[src/rtl/sma_level_detect_pkg.sv]
// Shared definitions for the level detector: state encoding,
// default sample width and threshold helpers.
package sma_level_detect_pkg;

  localparam int DATA_W_DEF = 16;

  typedef enum logic [1:0] {
    LOW       = 2'd0,
    RISE_PEND = 2'd1,
    HIGH      = 2'd2,
    FALL_PEND = 2'd3
  } state_t;

  // Sign-extend an integer threshold; callers truncate to DATA_W.
  function automatic logic signed [63:0] thr_sext(input int t);
    return 64'(t);
  endfunction

  function automatic bit params_ok(input int lo, input int hi,
                                   input int hold);
    return (lo <= hi) && (hold >= 1);
  endfunction

endpackage

[src/rtl/sma_level_debounce.sv]
// Consecutive-sample hold counter: done fires on the HOLD-th
// qualifying valid sample and the count restarts afterwards.
module sma_level_debounce #(
  parameter int HOLD = 3
) (
  input  logic clk,
  input  logic rst,
  input  logic en,
  input  logic qualify,
  input  logic restart,
  output logic done
);

  localparam int CW = (HOLD > 1) ? $clog2(HOLD) : 1;
  localparam logic [CW-1:0] LAST = CW'(HOLD - 1);

  logic [CW-1:0] cnt;

  assign done = en & qualify & (cnt == LAST);

  always_ff @(posedge clk or posedge rst) begin
    if (rst) begin
      cnt <= '0;
    end else if (restart) begin
      cnt <= '0;
    end else if (en & qualify) begin
      cnt <= done ? '0 : cnt + 1'b1;
    end
  end

endmodule

[src/rtl/sma_level_detect.sv]
// Hysteresis level detector with debounce, edge pulses and event counter.
// Optional peak capture of each high episode under SMA_LEVEL_PEAK_EN.
module sma_level_detect
  import sma_level_detect_pkg::*;
#(
  parameter int DATA_W = DATA_W_DEF,
  parameter int THR_HI = 100,
  parameter int THR_LO = 50,
  parameter int HOLD   = 3,
  parameter int CNT_W  = 16
) (
  input  logic                     clk,
  input  logic                     rst,
  input  logic signed [DATA_W-1:0] x,
  input  logic                     x_valid,
  input  logic                     cnt_clr,
  output logic                     level,
  output logic                     rise,
  output logic                     fall,
  output logic [CNT_W-1:0]         event_cnt,
  output logic signed [DATA_W-1:0] peak,
  output logic                     peak_vld
);

  localparam logic signed [DATA_W-1:0] THI =
    DATA_W'(thr_sext(THR_HI));
  localparam logic signed [DATA_W-1:0] TLO =
    DATA_W'(thr_sext(THR_LO));

  if (!params_ok(THR_LO, THR_HI, HOLD)) begin : g_param_err
    $error("sma_level_detect: need THR_LO<=THR_HI and HOLD>=1");
  end

  state_t state;
  logic   in_high;
  logic   qualify;
  logic   done;
  logic   rise_c;
  logic   fall_c;

  assign in_high = (state == HIGH) || (state == FALL_PEND);
  assign qualify = in_high ? (x < TLO) : (x > THI);
  assign rise_c  = done & ~in_high;
  assign fall_c  = done & in_high;

  sma_level_debounce #(
    .HOLD (HOLD)
  ) u_debounce (
    .clk     (clk),
    .rst     (rst),
    .en      (x_valid),
    .qualify (qualify),
    .restart (x_valid & ~qualify),
    .done    (done)
  );

  always_ff @(posedge clk or posedge rst) begin
    if (rst) begin
      state <= LOW;
      level <= 1'b0;
      rise  <= 1'b0;
      fall  <= 1'b0;
    end else begin
      rise <= rise_c;
      fall <= fall_c;
      if (rise_c)
        level <= 1'b1;
      else if (fall_c)
        level <= 1'b0;
      if (x_valid) begin
        unique case (state)
          LOW: begin
            if (qualify)
              state <= done ? HIGH : RISE_PEND;
          end
          RISE_PEND: begin
            if (done)
              state <= HIGH;
            else if (!qualify)
              state <= LOW;
          end
          HIGH: begin
            if (qualify)
              state <= done ? LOW : FALL_PEND;
          end
          FALL_PEND: begin
            if (done)
              state <= LOW;
            else if (!qualify)
              state <= HIGH;
          end
        endcase
      end
    end
  end

  // Clear wins over increment, but a same-cycle rise still counts.
  always_ff @(posedge clk or posedge rst) begin
    if (rst) begin
      event_cnt <= '0;
    end else if (cnt_clr) begin
      event_cnt <= rise_c ? CNT_W'(1) : '0;
    end else if (rise_c && (event_cnt != '1)) begin
      event_cnt <= event_cnt + 1'b1;
    end
  end

`ifdef SMA_LEVEL_PEAK_EN
  logic signed [DATA_W-1:0] run_max;
  logic signed [DATA_W-1:0] mx;

  assign mx = (x > run_max) ? x : run_max;

  always_ff @(posedge clk or posedge rst) begin
    if (rst) begin
      run_max  <= '0;
      peak     <= '0;
      peak_vld <= 1'b0;
    end else begin
      peak_vld <= fall_c;
      if (fall_c)
        peak <= mx;
      if (x_valid) begin
        if (state == LOW) begin
          if (qualify)
            run_max <= x;
        end else begin
          run_max <= mx;
        end
      end
    end
  end
`else
  assign peak     = '0;
  assign peak_vld = 1'b0;
`endif

endmodule
[config.mk]
export PLATFORM = sky130hd
export DESIGN_NAME = sma_level_detect
export DESIGN_NICKNAME = d
export VERILOG_FILES = /design/src/rtl/sma_level_detect_pkg.sv /design/src/rtl/sma_level_debounce.sv /design/src/rtl/sma_level_detect.sv
export SDC_FILE = /design/constraint.sdc
export NUM_CORES = 1
export LEC_CHECK = 0
export CELL_PAD_IN_SITES_DETAIL_PLACEMENT = 0
export CELL_PAD_IN_SITES_GLOBAL_PLACEMENT = 1
export CORE_ASPECT_RATIO = 1.25
export CORE_MARGIN = 8
export CORE_UTILIZATION = 49
export DETAILED_ROUTE_END_ITERATION = 12
export DONT_BUFFER_PORTS = 1
export HOLD_SLACK_MARGIN = 0.02
export PLACE_DENSITY_LB_ADDON = 0.1
export SYNTH_ARGS = -nofsm -noshare
export SYNTH_HDL_FRONTEND = slang
export SYNTH_HIERARCHICAL = 1
export SYNTH_SLANG_ARGS = --single-unit
[constraint.sdc]
create_clock -name clk -period 3.4 [get_ports clk]
set_input_delay 1.02 -clock clk [delete_from_list [all_inputs] [get_ports clk]]
set_output_delay 1.02 -clock clk [all_outputs]
set_load 0.05 [all_outputs]
=== Yosys cells after proc, flatten, opt, wreduce, memory -nomap -nowiden ===
Cells that the tools add are included.

* Register bits after elaboration: 23
* Input port bits: 20
* Output and inout bits: 36
* Logic and storage cells: 51

* Add/sub/neg operators: 2
* $lt $le $gt $ge: 2
* Eq/ne operators: 9
* Muxes and demuxes: 18
* Bitwise gates (word level): 7
* Reductions and logical operators: 7

{| class="wikitable"
|+ Operators by type and width
! kind !! number
|-
| $mux 16 || 2
|-
| $mux 2 || 11
|-
| $add 16x1->16 const B || 1
|-
| $gt 16x8->1 const B || 1
|-
| $lt 16x7->1 const B || 1
|-
| $ne 16x16->1 const B || 1
|-
| $pmux 2 s4 || 1
|-
| $eq 2x2->1 const B || 3
|-
| $ne 3x3->1 const B || 2
|-
| $reduce_bool 2->1 || 3
|-
| $and 1x1->1 || 5
|-
| $reduce_and 5->1 || 1
|-
| $mux 1 || 4
|-
| $ne 2x2->1 const B || 2
|-
| $add 2x1->2 const B || 1
|-
| $eq 2x1->1 const B || 1
|-
| $logic_not 2->1 || 1
|-
| $not 1->1 || 2
|-
| $logic_and 1x1->1 || 1
|-
| $logic_or 1x1->1 || 1
|}

=== Depth between registers and ports, before layout ===
* Word-level depth: 9
* Mapped depth: 10
* Gate-level depth less buffers: 10

=== Cells and area by module ===
The synthesis kept the hierarchy.

{| class="wikitable"
|+ Modules (own cells, without submodules)
! module !! instances !! cells an instance !! area each (um^2) !! seq. area each (um^2)
|-
| sma_level_detect || 1 || 137 || 1298.7 || 525.5
|-
| sma_level_debounce || 1 || 10 || 118.9 || 50.0
|}

=== Least setup slack after synthesis ===
No wires, ideal clock.

* Path kind: input to register
* From: input port x[14]
* To: register event_cnt[8]
* Setup time: 0.154 ns
* Data arrival time: 2.949 ns
* Required time: 3.246 ns
* Slack: 0.297 ns
* Stages on the path: 10
* Buffers on the path: 0
* Cell sequence: nor4_1 nand3_1 o21ai_0 o21a_1 and4b_2 nand2b_4 nor3_1 nand3_1 a31oi_1 a211oi_1

* Word-level cells in the longest chain between the ends: 7
* Elaborated cells between the ends (all ways): 8
* Those cells by class: 2 x order compare; 1 x mux; 3 x bitwise; 2 x reduce/logical

{| class="wikitable"
|+ Ends and longest elaborated chain
! element !! RTL line !! source
|-
| from (decl) || sma_level_detect.sv:14 || <nowiki>input logic signed [DATA_W-1:0] x,</nowiki>
|-
| $gt 16x8->1 or $lt 16x7->1 (tied branches) || sma_level_detect.sv:42 || <nowiki>assign qualify = in_high ? (x < TLO) : (x > THI);</nowiki>
|-
| $mux 1 * || sma_level_detect.sv:42 ||
|-
| via qualify || sma_level_detect.sv:36 || <nowiki>logic qualify;</nowiki>
|-
| $and 1x1->1 * (2 in a row) || sma_level_debounce.sv:19 || <nowiki>assign done = en & qualify & (cnt == LAST);</nowiki>
|-
| via done || sma_level_detect.sv:37 || <nowiki>logic done;</nowiki>
|-
| $and 1x1->1 * || sma_level_detect.sv:43 || <nowiki>assign rise_c = done & ~in_high;</nowiki>
|-
| $logic_and 1x1->1 * || sma_level_detect.sv:103 || <nowiki>end else if (rise_c && (event_cnt != '1)) begin</nowiki>
|-
| $reduce_bool 2->1 (no line) * || - ||
|-
| to (signal assigned) || sma_level_detect.sv:102 || <nowiki>event_cnt <= rise_c ? CNT_W'(1) : '0;</nowiki>
|-
| to (signal assigned) || sma_level_detect.sv:104 || <nowiki>event_cnt <= event_cnt + 1'b1;</nowiki>
|-
| to (decl) || sma_level_detect.sv:20 || <nowiki>output logic [CNT_W-1:0] event_cnt,</nowiki>
|}

Mark *: on every way through the listed nets, which the timed path passes. The rest lies on a longest branch.
A chain may end at the register's enable or synchronous reset.

=== Final worst setup path ===
* From: input port x[11]
* To: register event_cnt[5]

* Word-level cells in the longest chain between the ends: 7
* Elaborated cells between the ends (all ways): 8
* Those cells by class: 2 x order compare; 1 x mux; 3 x bitwise; 2 x reduce/logical

{| class="wikitable"
|+ Ends and longest elaborated chain
! element !! RTL line !! source
|-
| $gt 16x8->1 or $lt 16x7->1 (tied branches) || sma_level_detect.sv:42 ||
|-
| $mux 1 * || sma_level_detect.sv:42 ||
|-
| via qualify || sma_level_detect.sv:36 ||
|-
| $and 1x1->1 * (2 in a row) || sma_level_debounce.sv:19 ||
|-
| via done || sma_level_detect.sv:37 ||
|-
| $and 1x1->1 * || sma_level_detect.sv:43 ||
|-
| via rise_c || sma_level_detect.sv:38 || <nowiki>logic rise_c;</nowiki>
|-
| $logic_and 1x1->1 * || sma_level_detect.sv:103 ||
|-
| $reduce_bool 2->1 (no line) * || - ||
|}

Marked as above.

==> impl_metrics.sql <==
INSERT INTO impl_metrics (metric_group, metric, value, unit) VALUES
('synthesis', 'post-synth-top-area-fraction', '40.6', '%'),
('synthesis', 'syn-cell-area', '1420', 'µm²'),
('synthesis', 'synth_area_per_cell', '9.64', 'µm²'),
('grt', 'antenna_found_initial', '0', ''),
('setup_path', 'timing.critical_path.buf_inv', '1', ''),
('grt', 'global_route_wire_length_before_repair', '5060', 'µm'),
('sta', 'worst_path_setup_slack_after_routing', '0.510', 'ns'),
('floorplanning', 'initial_core_util', '50.0', '%'),
('cts', 'clkSinkCount', '23', ''),
('setup_path', 'timing.critical_path.fanout_max', '7', ''),
('job', 'timing.max_cap.violations', '0', ''),
('layout', 'post_route_design_area', '1410', 'µm²'),
('setup_path', 'slowest_stage', 'sky130_fd_sc_hd__or4_1', ''),
('cts', 'cts-htree-levels', '1', ''),
('sta', 'tightestPinTransition', '0.800', 'ns'),
('grt', 'globalRouteMet2Util', '24.0', '%'),
('power_and_ir_drop', 'power.density', '369', 'nW/µm²'),
('floorplanning', 'die_h', '76.1', 'µm'),
('layout', 'multi_input_area', '734', 'µm²'),
('cts', 'cts_root_buffer', 'sky130_fd_sc_hd__clkbuf_4', ''),
('routing', 'viasPerCell', '5.64', ''),
('layout', 'diodes', '0', ''),
('grt', 'grt_overflow', '0', ''),
('synthesis', 'synth.lib_cells_used.distinct', '46', ''),
('floorplanning', 'std_cell_rows', '22', ''),
('sta', 'slew_viol_final', '0', ''),
('synthesis', 'async_flop_share', '100', '%'),
('power_and_ir_drop', 'ir_worst_vdd', '0.000202', 'V'),
('routing', 'detailedRoute.firstPassIterationCount', '4', ''),
('grt', 'grt_max_degree', '22', ''),
('setup_path', 'timing.critical_path.required', '3.64', 'ns'),
('grt', 'grt_pass1_vias', '1056', ''),
('sta', 'totalNegativeSetupSlack', '0', 'ns'),
('cts', 'cts_buffers', '3', ''),
('place', 'post-place-ws', '0.156', 'ns'),
('synthesis', 'netlist_top_cells_count', '23 x sky130_fd_sc_hd__dfrtp_1, 17 x sky130_fd_sc_hd__buf_4, 13 x sky130_fd_sc_hd__nor2_1, 9 x sky130_fd_sc_hd__nand3_1, 8 x sky130_fd_sc_hd__xor2_1', ''),
('setup_path', 'worst-endpoint-arrival', '3.13', 'ns'),
('min_path', 'hold_class', 'in2async', ''),
('setup_path', 'timing.setup.critical_path_class', 'in2reg', ''),
('sta', 'fin_skew', '0.00278', 'ns'),
('status', 'run_status', 'completed', ''),
('layout', 'fill_cells', '288', ''),
('sta', 'finalWorstPathRequiredPeriod', '2.89', 'ns'),
('sta', 'final-setup-viol-count', '0', ''),
('cts', 'postCtsHoldBufs', '0', ''),
('routing', 'remaining_drc_errors', '0', ''),
('place', 'finalWeightedCongestion', '0.760', ''),
('cts', 'cts_tree', 'yes', ''),
('setup_path', 'timing.critical_path.slowest_cell_delay', '0.41', 'ns'),
('synthesis', 'synth_top_area_cell', 'sky130_fd_sc_hd__dfrtp_1', ''),
('layout', 'final_nets', '169', ''),
('routing', 'drt_wl_total', '3130', 'µm'),
('synthesis', 'post-synth-top-count-cell', 'sky130_fd_sc_hd__dfrtp_1', ''),
('place', 'dp_hpwl', '2500', 'µm'),
('setup_path', 'startpoint_type', 'primary input', ''),
('synthesis', 'ys.warnings.count', '6', ''),
('sta', 'maxSlewHeadroom', '46.6', '%'),
('sta', 'fin_crit_sh', '85.0', '%'),
('grt', 'grt_busiest_layer', 'met2', ''),
('sta', 'final-hold-violation-count', '0', ''),
('grt', 'grt.met3_usage', '4.26', '%'),
('setup_path', 'critical_path.cell_chain', 'nor4_1 -> nand3_1 -> o21ai_0 -> o21a_1 -> and4b_2 -> nand2b_4 -> inv_4 -> o21ai_4 -> or4_1 -> a21oi_1', ''),
('synthesis', 'seq_area_frac_synth', '40.6', '%'),
('layout', 'layout.area.seq', '576', 'µm²'),
('floorplanning', 'floorplan.die_area', '4880', 'µm²'),
('power_and_ir_drop', 'leakagePower', '0.624', 'nW'),
('sta', 'unrepaired_setup_endpoints_after_global_routing', 'no', ''),
('cts', 'clkSlewWorstSetupHoldPaths', '0.13', 'ns'),
('routing', 'dr_total_vias', '1033', ''),
('setup_path', 'setup.worst_path.end_class', 'register', ''),
('routing', 'detail_route.wl_per_cell', '17.1', 'µm');
worst register-to-register path, cell delays in order, from the launching register on:
cell                      delay [ns]
sky130_fd_sc_hd__dfrtp_1        0.72
sky130_fd_sc_hd__ha_1           0.32
sky130_fd_sc_hd__and4_1         0.35
sky130_fd_sc_hd__nand4_4        0.16
sky130_fd_sc_hd__o21ai_4        0.28
sky130_fd_sc_hd__mux2i_1        0.23
sky130_fd_sc_hd__nor2_1         0.06
kinds of logic after synthesis:
family / share of synthesized area (%)
AO/OA/AOI/OAI: 14.2
XOR/XNOR: 4.94
adder cells (fa/ha/maj): 0.882
buffers and inverters: 11.8
flip-flops: 40.6
multiplexers: 1.41
other: 0.265
AND/OR/NAND/NOR: 25.9
registers in the layout, summed over array words and instances, names as in the netlist:
name,flops
u_debounce/cnt,2
rise,1
event_cnt,16
state,2
level,1
fall,1
power breakdown:
group	switching, mW	internal [mW]
logic	0.0574	0.0194
clock network	0.0811	0.0458
registers	0.0302	0.285
total	0.169	0.350
layout make-up:
| class | instances | area share, % |
|---|---|---|
| Clock buffer | 4 | 1.87 |
| Inverter | 4 | 1.25 |
| Multi-Input combinational cell | 115 | 52.2 |
| Sequential cell | 23 | 40.9 |
| Tap cell | 36 | 3.20 |
| Timing Repair Buffer | 1 | 0.534 |
per-stage QoR:
step                cells  hold WS [ns]  util (%)  total power, mW
floorplan             163         0.466         -            0.407
global placement      179         0.514      48.7            0.397
CTS                   183         0.414      49.6            0.527
global route          183         0.415      49.6            0.538
finish                183         0.427      49.6            0.519
detailed placement    179         0.519      48.7            0.398
per-layer routing:
metal  wire [µm]  vias up
met5           0        -
met4          26        0
met3         278        4
met2        1800       32
met1        1030      505
li1            -      492
path summary, 6_finish.rpt:
check | startpoint | end | slack [ns] | cells past startpoint
setup / recovery | x[11] | event_cnt[5]$_DFFE_PP0P_ | 0.51 | 10
hold / removal | rst | u_debounce/cnt[0]$_DFFE_PP0P_ | 0.43 | 1
setup reg to reg | event_cnt[0]$_DFFE_PP0P_ | event_cnt[1]$_DFFE_PP0P_ | 1.18 | 6
hold reg to reg | state[0]$_DFFE_PP0P_ | state[1]$_DFFE_PP0P_ | 0.52 | 1
max in group asynchronous | rst | event_cnt[9]$_DFFE_PP0P_ | 2.17 | 1
min in group clk | state[0]$_DFFE_PP0P_ | state[1]$_DFFE_PP0P_ | 0.52 | 1
layout by cell type, fill, tap and decap left out, drive strengths merged, types with 3 or more instances in the layout:
master,instances
conb,17
nor2b,3
o211ai,3
nand2,7
xor2,8
clkbuf,4
nor2,13
dfrtp,23
a21oi,5
o21ai,6
inv,4
a31oi,4
nand4,5
nand3,10
and3,4
(Power assumes the default switching activity.)
